==> src/rtl/gb_mem_pkg.sv <==
`default_nettype none
// ============================================================================
// Module   : gb_mem_pkg
// Brief    : Shared memory-map constants and DMA state encoding.
// Revision : 1.0
// ============================================================================
package gb_mem_pkg;

    localparam logic [15:0] OAM_BASE      = 16'hFE00;
    localparam int          OAM_LEN       = 160;
    localparam logic [15:0] REG_DMA       = 16'hFF46;
    localparam logic [15:0] BUS_IDLE_ADDR = 16'hFFFF;

    typedef enum logic [1:0] {
        IDLE  = 2'd0,
        DELAY = 2'd1,
        READ  = 2'd2,
        WRITE = 2'd3
    } dma_state_t;

    // E000-FFFF sources fold down onto the work-RAM echo, so FE maps to DE.
    function automatic logic [7:0] echo_fold(input logic [7:0] hi);
        return (hi >= 8'hE0) ? (hi - 8'h20) : hi;
    endfunction

endpackage
`default_nettype wire

==> src/rtl/mem_if.sv <==
`default_nettype none
// ============================================================================
// Module   : mem_if
// Brief    : Simple byte-wide memory port with master/slave views.
// Revision : 1.0
// ============================================================================
interface mem_if;
    logic [15:0] addr_select;
    logic [7:0]  write_value;
    logic        write_enable;
    logic [7:0]  read_out;

    modport master (output addr_select, output write_value, output write_enable, input read_out);
    modport slave  (input addr_select, input write_value, input write_enable, output read_out);
endinterface
`default_nettype wire

==> src/rtl/oam_dma_engine.sv <==
`default_nettype none
// ============================================================================
// Module   : oam_dma_engine
// Brief    : FF46-triggered 160-byte copy from XX00-XX9F into OAM FE00-FE9F.
// Revision : 1.0
// ============================================================================
module oam_dma_engine
    import gb_mem_pkg::*;
#(
    parameter int READ_LATENCY = 1,
    parameter int START_DELAY  = 4
) (
    input  logic  clk,
    input  logic  rst,
    mem_if.slave  reg_if,
    mem_if.master dma_req,
    output logic  dma_active
);

    dma_state_t r_state;
    logic [7:0] r_src_hi;
    logic [7:0] r_idx;
    logic [7:0] r_data;
    logic [3:0] r_cnt;
    logic       r_active;

    logic       w_reg_wr;
    logic [7:0] w_eff_hi;

    assign w_reg_wr = (reg_if.addr_select == REG_DMA) && reg_if.write_enable;
    assign w_eff_hi = echo_fold(r_src_hi);

    assign reg_if.read_out = (reg_if.addr_select == REG_DMA) ? r_src_hi : 8'hFF;

    // Bus outputs decode registered state only, never the CPU port.
    always_comb begin
        dma_req.addr_select  = BUS_IDLE_ADDR;
        dma_req.write_value  = 8'h00;
        dma_req.write_enable = 1'b0;
        case (r_state)
            READ:    dma_req.addr_select = {w_eff_hi, r_idx};
            WRITE: begin
                dma_req.addr_select  = OAM_BASE + {8'h00, r_idx};
                dma_req.write_value  = r_data;
                dma_req.write_enable = 1'b1;
            end
            default: dma_req.addr_select = BUS_IDLE_ADDR;
        endcase
    end

    assign dma_active = r_active;

    always_ff @(posedge clk or negedge rst) begin
        if (!rst) begin
            r_state  <= IDLE;
            r_src_hi <= 8'hFF;
            r_idx    <= 8'h00;
            r_data   <= 8'h00;
            r_cnt    <= 4'd0;
            r_active <= 1'b0;
        end else if (w_reg_wr) begin
            // A trigger restarts from byte 0 whatever the engine was doing.
            r_src_hi <= reg_if.write_value;
            r_idx    <= 8'h00;
            r_active <= 1'b1;
            if (START_DELAY == 0) begin
                r_state <= READ;
                r_cnt   <= 4'(READ_LATENCY);
            end else begin
                r_state <= DELAY;
                r_cnt   <= 4'(START_DELAY);
            end
        end else begin
            case (r_state)
                DELAY: begin
                    if (r_cnt == 4'd1) begin
                        r_state <= READ;
                        r_cnt   <= 4'(READ_LATENCY);
                    end else begin
                        r_cnt <= r_cnt - 4'd1;
                    end
                end
                READ: begin
                    if (r_cnt == 4'd0) begin
                        r_data  <= dma_req.read_out;
                        r_state <= WRITE;
                    end else begin
                        r_cnt <= r_cnt - 4'd1;
                    end
                end
                WRITE: begin
                    if (r_idx == 8'(OAM_LEN - 1)) begin
                        r_state  <= IDLE;
                        r_active <= 1'b0;
                    end else begin
                        r_idx   <= r_idx + 8'd1;
                        r_state <= READ;
                        r_cnt   <= 4'(READ_LATENCY);
                    end
                end
                default: r_state <= IDLE;
            endcase
        end
    end

endmodule
`default_nettype wire
==> src/flat_wrapper.sv <==
// flat-port wrapper written by rule: the top's interface ports become plain ports
module oam_dma_engine_flat import gb_mem_pkg::*;
#(
    parameter int READ_LATENCY = 1,
    parameter int START_DELAY  = 4
)
  (clk, rst, dma_active, reg_if_addr_select, reg_if_write_value, reg_if_write_enable, reg_if_read_out, dma_req_addr_select, dma_req_write_value, dma_req_write_enable, dma_req_read_out);
  mem_if reg_if_i ();
  mem_if dma_req_i ();
  input  logic clk;
  input  logic rst;
  output logic dma_active;
  input wire logic [$bits(reg_if_i.addr_select)-1:0] reg_if_addr_select;
  input wire logic [$bits(reg_if_i.write_value)-1:0] reg_if_write_value;
  input wire logic [$bits(reg_if_i.write_enable)-1:0] reg_if_write_enable;
  output wire logic [$bits(reg_if_i.read_out)-1:0] reg_if_read_out;
  output wire logic [$bits(dma_req_i.addr_select)-1:0] dma_req_addr_select;
  output wire logic [$bits(dma_req_i.write_value)-1:0] dma_req_write_value;
  output wire logic [$bits(dma_req_i.write_enable)-1:0] dma_req_write_enable;
  input wire logic [$bits(dma_req_i.read_out)-1:0] dma_req_read_out;
  assign reg_if_i.addr_select = reg_if_addr_select;
  assign reg_if_i.write_value = reg_if_write_value;
  assign reg_if_i.write_enable = reg_if_write_enable;
  assign reg_if_read_out = reg_if_i.read_out;
  assign dma_req_addr_select = dma_req_i.addr_select;
  assign dma_req_write_value = dma_req_i.write_value;
  assign dma_req_write_enable = dma_req_i.write_enable;
  assign dma_req_i.read_out = dma_req_read_out;
  oam_dma_engine #(.READ_LATENCY(READ_LATENCY), .START_DELAY(START_DELAY)) u_core (.clk(clk), .rst(rst), .reg_if(reg_if_i), .dma_req(dma_req_i), .dma_active(dma_active));
endmodule
==> config.mk <==
export PLATFORM = sky130hd
export DESIGN_NAME = oam_dma_engine_flat
export DESIGN_NICKNAME = d
export VERILOG_FILES = /design/src/rtl/gb_mem_pkg.sv /design/src/rtl/mem_if.sv /design/src/rtl/oam_dma_engine.sv /design/src/flat_wrapper.sv
export SDC_FILE = /design/constraint.sdc
export NUM_CORES = 1
export LEC_CHECK = 0
export CAP_MARGIN = 5
export CORE_MARGIN = 2
export CORE_UTILIZATION = 40
export CTS_CLUSTER_DIAMETER = 30
export DETAILED_ROUTE_END_ITERATION = 16
export PLACE_DENSITY = 0.76
export SYNTH_ARGS = -nofsm -noshare
export SYNTH_HDL_FRONTEND = slang
export SYNTH_SLANG_ARGS = --single-unit
export TNS_END_PERCENT = 5
==> constraint.sdc <==
create_clock -name clk -period 1.9 [get_ports clk]
set_clock_uncertainty 0.05 [all_clocks]
set_input_delay 0.19 -clock clk [delete_from_list [all_inputs] [get_ports clk]]
set_output_delay 0.19 -clock clk [all_outputs]
set_load 0.005 [all_outputs]
==> results_dict.tcl, run 1 <==
set metrics [dict create \
    place_ws_ps -513 \
    clockBufferDepth 2 \
    syn_area_mm2 0.00186 \
    p_sw_w 0.00105 \
    startpoint_type "flop" \
    ys_ff_latch 31 \
    seqPwrFrac_pct 29.6 \
    drcViolationCount 0 \
    comb_power_share_pct 49.8 \
    status "complete, but fails checks" \
    dieArea_mm2 0.00521 \
    yosysTopAreaCellShare_pct 30.9 \
    powerDensity_mw_per_mm2 1000 \
    first_pass_iters 4 \
    synth.top_cells.by_area "dfrtp_1, dfstp_2, mux2_2" \
    syn-mean-instance-area_um2 10.3 \
    cp.arrival_ps 1700 \
    clk_latency_ps 290 \
    multi_input_area_mm2 0.00119 \
    fillers 300 \
    synth-main-ff-cell "dfrtp_1" \
    setup_ws_ps -44.3 \
    fin_nets 342 \
    clockRootBuffer "clkbuf_8" \
    gr-usage-all-layers_pct 20.1 \
    crit_path_max_fanout 6 \
    vdd_drop_max_mv 0.561 \
    synth_edf_count 0 \
    setup_viol 5 \
    cpPeakStageDelay_ps 420 \
    utilization_pct 72.8 \
    synth-warning-count 0 \
    drt_iter0_markers 66 \
    syn_inst 180 \
    slowest_stage "dfrtp_1" \
    fp.dieW_um 72.2 \
    cts_hold_buf 0 \
    grt_pass1_wl_mm 8.12 \
    path_cells "inv_1 > ha_2 > buf_6 > nor2b_4 > buf_6 > o21ai_2 > buf_2" \
    synth_cell_types 49 \
    yosys.area.top_type "dfrtp_1" \
    wirelength_mm 5.65 \
    finalCritPeriodShare_pct 102 \
    cts_tree "built" \
    path_common_cell "buf_6" \
    critPathKind "flop to output port" \
    reg2reg_to "u_core.r_data[6]" \
    reg2reg_from "u_core.r_cnt[0]" \
    place.gp.congestion 0.865 \
    initial_core_util_pct 42.1 \
    worstMarginPinSlew_ps 526 \
    swShare_pct 32.5 \
    cts_buffers 5 \
    antenna_found_initial 0 \
    cp.required_ps 1660 \
    r2r_slack_ps 0 \
    clkTransAtPathRegs_ps 70 \
    grt_pass1_vias 1714 \
    ys_seq_area_share_pct 42.2 \
    io_pins 69 \
    p_total_w 0.00321 \
    fmax_mhz 514 \
    n_antenna_cell 0 \
    numPortBuffers 68 \
    fp.dieH_um 72.2 \
    crit_family "buffers and inverters" \
    max_slew_margin_pct 64.9 \
    grt_max_degree 32 \
    seqCellArea_um2 786 \
    avgRoutedWirePerCell_um 16.1 \
    dp_hpwl_mm 3.60 \
    violations "negative setup slack" \
    rows 24 \
    antenna_left 0 \
    drive_gt1_share_pct 46.0 \
    path_buf_inv 4 \
    area_delta_synth_final_pct 72.6 \
    post-route-min-period_ps 1940 \
    rsz0062_at_grt "true" \
    clock-sinks 31 \
    syn_nets 223 \
    p_int_w 0.00217 \
    coreArea_mm2 0.00441 \
    htreeDepth 2 \
    finalMaxSlewViolations 0 \
    hold_viol_final 0 \
    via_per_inst 5.25 \
    async_flop_share_pct 100 \
    maxCapViolCount 0 \
    hold_class "input port to asynchronous set/reset pin" \
    worst-path-stages 7 \
    power.leakage_nw 1.61 \
    clkPwrFrac_pct 20.5 \
    vias 1848 \
    worst_r2r_path_depth 5 \
    grt_overflow 0 \
    endpoint_kind "output port" \
]
## cell usage in the layout (no fill, tap or decap), drive strengths merged, types with 8 or more instances in the layout
master / synthesis / final
ha: 8 / 8
and2: 9 / 10
dfrtp: 23 / 23
nand2: 12 / 12
nand2b: 9 / 9
buf: 3 / 54
dfstp: 8 / 8
nor2: 11 / 11
mux2: 14 / 14
or2: 8 / 8
clkbuf: 3 / 27
clkdlybuf4s50: 0 / 26
dlymetal6s2s: 0 / 13
## power by group through the flow
stage	Sequential, W	Clock (W)	Combinational [W]
floorplan	0.000962	0	0.000600
global placement	0.000933	0	0.00139
detailed placement	0.000947	0	0.00142
CTS	0.000940	0.000673	0.00147
global route	0.000969	0.000699	0.00174
finish	0.000952	0.000660	0.00160
## worst register-to-register path, cell delays in order, from the launching register on
cell and delay [ps]:
dfrtp_1 380, inv_1 80, ha_2 190, nor4bb_4 320
a21boi_4 390, mux2_2 390
## metal layers
layer	vias up	GRT usage (%)	share of wire [%]	wire length, um
met4	0	7.13	2.7	150
met1	876	24.9	41	2330
met3	20	5.28	6.3	354
met5	-	0	0	0
met2	71	33.8	50	2820
li1	881	-	-	-
## sequential cells by signal, indices dropped and copies added (netlist names)
| name | count |
|---|---|
| u_core.r_idx | 8 |
| u_core.r_state | 2 |
| u_core.r_src_hi | 8 |
| u_core.r_cnt | 4 |
| u_core.dma_active | 1 |
| u_core.r_data | 8 |
## what timing repair did
action | in CTS | in global routing
resized for setup | 71 | 83
setup endpoints to repair | 60 | 60
pin swaps | 4 | 11
cloned | 0 | 1
setup buffers | 8 | 6
## stage by stage
| step | instance area [um2] | hold WS (ps) | setup TNS (ps) | std cells |
|---|---|---|---|---|
| after floorplan | 1860 | -156 | -489 | 180 |
| after global placement | 2860 | 412 | -16700 | 333 |
| after detailed placement | 2860 | 420 | -17920 | 333 |
| after CTS | 3090 | 248 | -1920 | 348 |
| after global routing | 3210 | 311 | -1190 | 352 |
| final | 3210 | 241 | -121 | 352 |
## how the worst max path moves through the flow
stage                               to  slack (ps)                   from
2_1_floorplan          u_core.r_cnt[2]         -60      u_core.r_state[0]
3_3_place_gp        reg_if_read_out[3]        -490  reg_if_addr_select[5]
3_5_place_dp        reg_if_read_out[2]        -510  reg_if_addr_select[5]
4_1_cts         dma_req_addr_select[9]        -140      u_core.r_state[0]
5_1_grt        dma_req_addr_select[14]        -110      u_core.r_state[0]
6_report       dma_req_addr_select[14]         -40      u_core.r_state[0]
## synthesized netlist by cell type, drive strengths merged, types with 2 or more instances
cell    instances
a211oi          2
a21oi           3
a311oi          2
a31oi           3
and2            9
and3            3
buf             3
clkbuf          3
dfrtp          23
dfstp           8
ha              8
inv             6
mux2           14
nand2          12
nand2b          9
nand3           7
nand4           6
nor2           11
nor2b           3
nor3            2
nor4            2
o21ai           7
or2             8
or3b            2
xnor2           2
xor2            4
## logic make-up (layout without fill, tap and decap cells)
| kind of cell | count (synthesis) | after routing | synth area share, % |
|---|---|---|---|
| simple gates | 84 | 85 | 27.4 |
| flops | 31 | 31 | 42.2 |
| compound gates | 24 | 24 | 8.81 |
| mux | 15 | 15 | 9.82 |
| buf+inv | 12 | 131 | 3.50 |
| fa+ha+maj | 8 | 8 | 5.38 |
| xor+xnor | 6 | 6 | 2.82 |
## layout make-up
type,count,share of cell area [%]
clock buffer,5,2.14
clock inverter,3,1.36
inverter,6,0.701
multi-input combinational,138,37.2
sequential,31,24.5
tap,52,2.03
timing repair buffer,117,32.1
Note: power is estimated with default switching activity, not from simulation.
==> inputs of run 2 (changes only) <==
--- a/config.mk
+++ b/config.mk
@@ -5,9 +5,10 @@
 export SDC_FILE = /design/constraint.sdc
 export NUM_CORES = 1
 export LEC_CHECK = 0
+export ABC_AREA = 1
 export CAP_MARGIN = 5
 export CORE_MARGIN = 2
-export CORE_UTILIZATION = 40
+export CORE_UTILIZATION = 41
 export CTS_CLUSTER_DIAMETER = 30
 export DETAILED_ROUTE_END_ITERATION = 16
 export PLACE_DENSITY = 0.76
==> results_dict.tcl, run 2 <==
set metrics [dict create \
    cts_hold_buf 0 \
    fp.dieH_um 74.3 \
    yosysTopAreaCellShare_pct 28.4 \
    htreeDepth 2 \
    rows 25 \
    dieArea_mm2 0.00552 \
    hold_viol_final 0 \
    multi_input_area_mm2 0.00108 \
    ys_ff_latch 31 \
    wirelength_mm 5.08 \
    first_pass_iters 4 \
    dp.cells 427 \
    endpoint_kind "output port" \
    drt_iter0_markers 49 \
    gr-usage-all-layers_pct 19.0 \
    place.gp.congestion 0.869 \
    instances_no_fill 439 \
    seqPwrFrac_pct 25.9 \
    critPathKind "flop to output port" \
    finalCritPeriodShare_pct 103 \
    rsz0062_at_grt "true" \
    synth_cell_types 30 \
    clkPwrFrac_pct 17.3 \
    vias 2045 \
    swShare_pct 38.8 \
    async_flop_share_pct 100 \
    final_cell_mix "nand2_1, inv_1, clkdlybuf4s50_1" \
    post-route-min-period_ps 1960 \
    fmax_mhz 511 \
    max_slew_margin_pct 73.6 \
    fillers 413 \
    worst_r2r_path_depth 7 \
    cp.arrival_ps 1720 \
    p_int_w 0.00239 \
    cts_buffers 5 \
    synth-main-ff-cell "dfrtp_1" \
    synth-warning-count 0 \
    ys_seq_area_share_pct 38.8 \
    dp_hpwl_mm 3.74 \
    clockBufferDepth 2 \
    syn_inst 281 \
    setup_ws_ps -58.5 \
    yosys.area.top_type "dfrtp_1" \
    largestRegisters "u_core.r_data x8, u_core.r_idx x8, u_core.r_src_hi x8" \
    syn_area_mm2 0.00203 \
    grt_overflow 0 \
    antenna_found_initial 0 \
    power.leakage_nw 1.74 \
    yosys-top-cells-count "nand2_1, inv_1, nand3_1" \
    yosysMostFrequentCell "nand2_1" \
    coreArea_mm2 0.00475 \
    worstMarginPinSlew_ps 397 \
    area_delta_synth_final_pct 53.7 \
    io_pins 69 \
    via_per_inst 4.66 \
    mostFrequentLayoutCell "nand2_1" \
    synth.top_cells.by_area "dfrtp_1, nand2_1, dfstp_2" \
    numPortBuffers 68 \
    startpoint_type "flop" \
    p_sw_w 0.00151 \
    n_antenna_cell 0 \
    clkTransAtPathRegs_ps 70 \
    syn-mean-instance-area_um2 7.21 \
    drive_gt1_share_pct 17.7 \
    comb_power_share_pct 56.8 \
    p_total_w 0.00390 \
    antenna_left 0 \
    drcViolationCount 0 \
    violations "negative setup slack" \
    clk_latency_ps 290 \
    clockRootBuffer "clkbuf_8" \
    maxCapViolCount 0 \
    synth_edf_count 0 \
    initial_core_util_pct 42.6 \
    syn_nets 324 \
    fin_nets 414 \
    powerDensity_mw_per_mm2 1250 \
    avgRoutedWirePerCell_um 11.6 \
    vdd_drop_max_mv 0.941 \
    hold_class "input port to asynchronous set/reset pin" \
    finalMaxSlewViolations 0 \
    cp.required_ps 1660 \
    setup_viol 1 \
    grt_max_degree 32 \
    cts_tree "built" \
    clock-sinks 31 \
    grt_pass1_wl_mm 8.13 \
    crit_path_max_fanout 5 \
    fp.dieW_um 74.3 \
    status "complete, but fails checks" \
    grt_pass1_vias 1918 \
    seqCellArea_um2 787 \
]
## run 2: worst max-delay path, stage by stage, from the launching register on
cell and delay [ps]:
dfstp_2 530, inv_2 60, ha_1 190, nand2_1 60, nand2_1 50, nand2_1 50, clkdlybuf4s50_1 490
## run 2: worst paths after layout
| path | from | end | slack [ps] |
|---|---|---|---|
| min in group clk | reg_if_write_value[5] | u_core.r_src_hi[5] | 390 |
| worst max register to register | u_core.r_state[1] | u_core.r_cnt[0] | 280 |
| worst min-delay path | rst | u_core.r_data[3] | 240 |
| worst max-delay path | u_core.r_src_hi[5] | dma_req_addr_select[15] | -60 |
| max in group asynchronous | rst | u_core.r_src_hi[0] | 1230 |
| worst min register to register | u_core.r_data[0] | u_core.r_data[0] | 420 |
## run 2: power groups by stage
| stage | logic [W] | registers [W] | clock network (W) |
|---|---|---|---|
| floorplan | 0.00119 | 0.000979 | 0 |
| CTS | 0.00217 | 0.000993 | 0.000686 |
| detailed placement | 0.00212 | 0.00100 | 0 |
| global placement | 0.00207 | 0.000995 | 0 |
| finish | 0.00222 | 0.00101 | 0.000675 |
| global route | 0.00250 | 0.00103 | 0.000718 |
## run 2: cell families after synthesis
logic type               synth area share, %
adder cells (fa/ha/maj)                 4.94
buffers and inverters                   10.8
AND/OR/NAND/NOR                         37.6
flip-flops                              38.8
XOR/XNOR                                1.30
AO/OA/AOI/OAI                           6.61
## run 2: cell type report
| type | count | share of cell area [%] |
|---|---|---|
| Clock buffer | 6 | 2.65 |
| Timing Repair Buffer | 88 | 28.0 |
| Inverter | 47 | 5.74 |
| Tap cell | 67 | 2.69 |
| Multi-Input combinational cell | 198 | 34.5 |
| Clock inverter | 2 | 1.12 |
| Sequential cell | 31 | 25.3 |
## run 2: per-layer routing
layer | share of wire (%) | track usage, %
met1 | 42 | 23.8
met2 | 50 | 32.0
met3 | 7.2 | 5.42
met4 | 1.2 | 5.95
met5 | 0 | 0
## run 2: stage by stage
stage,hold slack [ps],setup WS (ps),instance area [um2],setup TNS (ps),utilization [%]
2_1_floorplan,-156,368,2030,0,-
3_3_place_gp,405,-82.9,2880,-739,60.7
3_5_place_dp,409,-172,2880,-1810,60.7
4_1_cts,256,-244,3020,-2660,63.4
5_1_grt,290,-146,3120,-259,65.5
6_report,242,-58.5,3120,-58.5,65.5
## run 2: what timing repair did
action / 4_1_cts / 5_1_grt
resized for setup: 21 / 32
buffers inserted: 1 / 3
endpoints found under the setup margin: 32 / 26
pin swaps: 2 / 3
cloned: 0 / 0
hold endpoints to repair: 0 / 0
==> inputs of run 3 (changes only) <==
--- a/config.mk
+++ b/config.mk
@@ -6,10 +6,10 @@
 export NUM_CORES = 1
 export LEC_CHECK = 0
 export ABC_AREA = 1
-export CAP_MARGIN = 5
+export CAP_MARGIN = 20
 export CORE_MARGIN = 2
 export CORE_UTILIZATION = 41
-export CTS_CLUSTER_DIAMETER = 30
+export CTS_CLUSTER_DIAMETER = 100
 export DETAILED_ROUTE_END_ITERATION = 16
 export PLACE_DENSITY = 0.76
 export SYNTH_ARGS = -nofsm -noshare
==> constraint.sdc (replaced) <==
create_clock -name clk -period 1.9 [get_ports clk]
set_clock_uncertainty 0.05 [all_clocks]
set_input_delay 0.38 -clock clk [delete_from_list [all_inputs] [get_ports clk]]
set_output_delay 0.38 -clock clk [all_outputs]
set_load 0.005 [all_outputs]
==> results_dict.tcl, run 3 (synthesis gave the netlist of run 2 again) <==
set metrics [dict create \
    area_delta_synth_final_pct 52.1 \
    hold_class "flop to flop" \
    avgRoutedWirePerCell_um 11.9 \
    utilization_pct 64.8 \
    via_per_inst 4.68 \
    clockRootBuffer "clkbuf_8" \
    grt_use_met2_pct 33.7 \
    antenna_found_initial 0 \
    io_pins 69 \
    fp.dieW_um 74.3 \
    largestRegisters "u_core.r_data x8, u_core.r_idx x8, u_core.r_src_hi x8" \
    cts_buffers 5 \
    max_slew_margin_pct 73.0 \
    place_ws_ps -499 \
    powerDensity_mw_per_mm2 1220 \
    p_total_w 0.00375 \
    drive_gt1_share_pct 24.7 \
    coreArea_mm2 0.00475 \
    rsz0062_at_grt "true" \
    setup_ws_ps -99.6 \
    setup_viol 12 \
    clk_latency_ps 280 \
    busiest_layer "met2" \
    clockBufferDepth 2 \
    final_cell_mix "nand2_1, inv_1, nand3_1" \
    finalCritPeriodShare_pct 105 \
    n_antenna_cell 0 \
    gr-usage-all-layers_pct 19.7 \
    hold_viol_final 0 \
    cp.arrival_ps 1570 \
    first_pass_iters 4 \
    clock-sinks 31 \
    clkTransAtPathRegs_ps 60 \
    cts_tree "built" \
    drt_iter0_markers 73 \
    gr-usage-met3_pct 5.15 \
    drcViolationCount 0 \
    grt_max_degree 32 \
    status "complete, but fails checks" \
    hold_ws_ps 420 \
    numPortBuffers 68 \
    rows 25 \
    antenna_left 0 \
    fp.dieH_um 74.3 \
    mostFrequentLayoutCell "nand2_1" \
    violations "negative setup slack" \
    crit_path_max_fanout 8 \
    fmax_mhz 500 \
    endpoint_kind "output port" \
    vdd_drop_max_mv 0.881 \
    finalMaxSlewViolations 0 \
    initial_core_util_pct 42.6 \
    vias 2097 \
    grt_pass1_wl_mm 8.43 \
    dp_hpwl_mm 3.82 \
    cp.required_ps 1470 \
    post-route-min-period_ps 2000 \
    fin_nets 423 \
    grt_use_met1_pct 24.5 \
    dieArea_mm2 0.00552 \
    startpoint_type "flop" \
    grt_pass1_vias 1879 \
    power.leakage_nw 1.64 \
    maxCapViolCount 0 \
    dpl_cell_area_mm2 0.00292 \
    critPathKind "flop to output port" \
    worstMarginPinSlew_ps 405 \
    wirelength_mm 5.34 \
    final_area_mm2 0.00308 \
    grt_overflow 0 \
    htreeDepth 2 \
    place.gp.congestion 0.847 \
]
==> run 3: cell types whose count changed in the layout (fill, tap and decap cells not counted), sizes merged <==
cell | previous run | this run
buf | 20 | 38
clkdlybuf4s50 | 37 | 19
dlymetal6s2s | 18 | 0
clkdlybuf4s15 | 0 | 11
clkbuf | 7 | 16
dlygate4sd2 | 12 | 20
clkinv | 1 | 3
inv | 47 | 45
bufinv | 1 | 0
==> run 3: worst paths after layout <==
kind	start	endpoint	slack (ps)	cells past startpoint
min	u_core.r_data[0]	u_core.r_data[0]	420	2
min reg2reg	u_core.r_data[0]	u_core.r_data[0]	420	2
max reg2reg	u_core.r_state[0]	u_core.r_cnt[1]	270	12
max	u_core.r_state[0]	dma_req_addr_select[3]	-100	8
min in group asynchronous	rst	u_core.r_data[3]	450	2
max in group asynchronous	rst	u_core.r_src_hi[0]	1020	2
==> run 3: final cells by class <==
| class | count | area [um2] |
|---|---|---|
| multi-input combinational | 198 | 1090 |
| sequential | 31 | 787 |
| inverter | 47 | 188 |
| timing repair buffer | 97 | 847 |
| clock inverter | 1 | 5.00 |
| fill | 423 | 1670 |
| clock buffer | 7 | 86.3 |
| tap | 67 | 83.8 |
==> run 3: timing repair <==
action	4_1_cts	5_1_grt
pin swaps	11	1
setup buffers	9	1
setup endpoints to repair	33	31
resized for setup	109	29
hold buffers	0	0
==> run 3: critical path, cell delays in order, from the launching register on <==
cell and delay [ps]:
dfrtp_1 430, inv_2 80, ha_4 180, buf_12 120, nor2_4 100, clkinv_2 70
buf_6 130, nand2_1 60, buf_2 120
==> run 3: layer usage <==
| layer | wire [um] | up-vias |
|---|---|---|
| met1 | 2300 | 967 |
| met3 | 325 | 6 |
| met2 | 2660 | 51 |
| met5 | 0 | - |
| met4 | 53 | 0 |
| li1 | - | 1073 |
==> run 3: power breakdown <==
group	total (W)	switching (W)	leakage (nW)	internal (W)
sequential	0.00102	0.000153	0.369	0.000863
clock	0.000538	0.000246	0.0482	0.000292
combinational	0.00220	0.00116	1.22	0.00104
total	0.00375	0.00156	1.64	0.00220
==> run 3: stage by stage <==
| step | cells | TNS (ps) |
|---|---|---|
| 6_report | 448 | -800 |
| 5_1_grt | 448 | -1620 |
| 4_1_cts | 447 | -1070 |
| 3_5_place_dp | 430 | -7250 |
| 3_3_place_gp | 430 | -6580 |
| 2_1_floorplan | 281 | 0 |
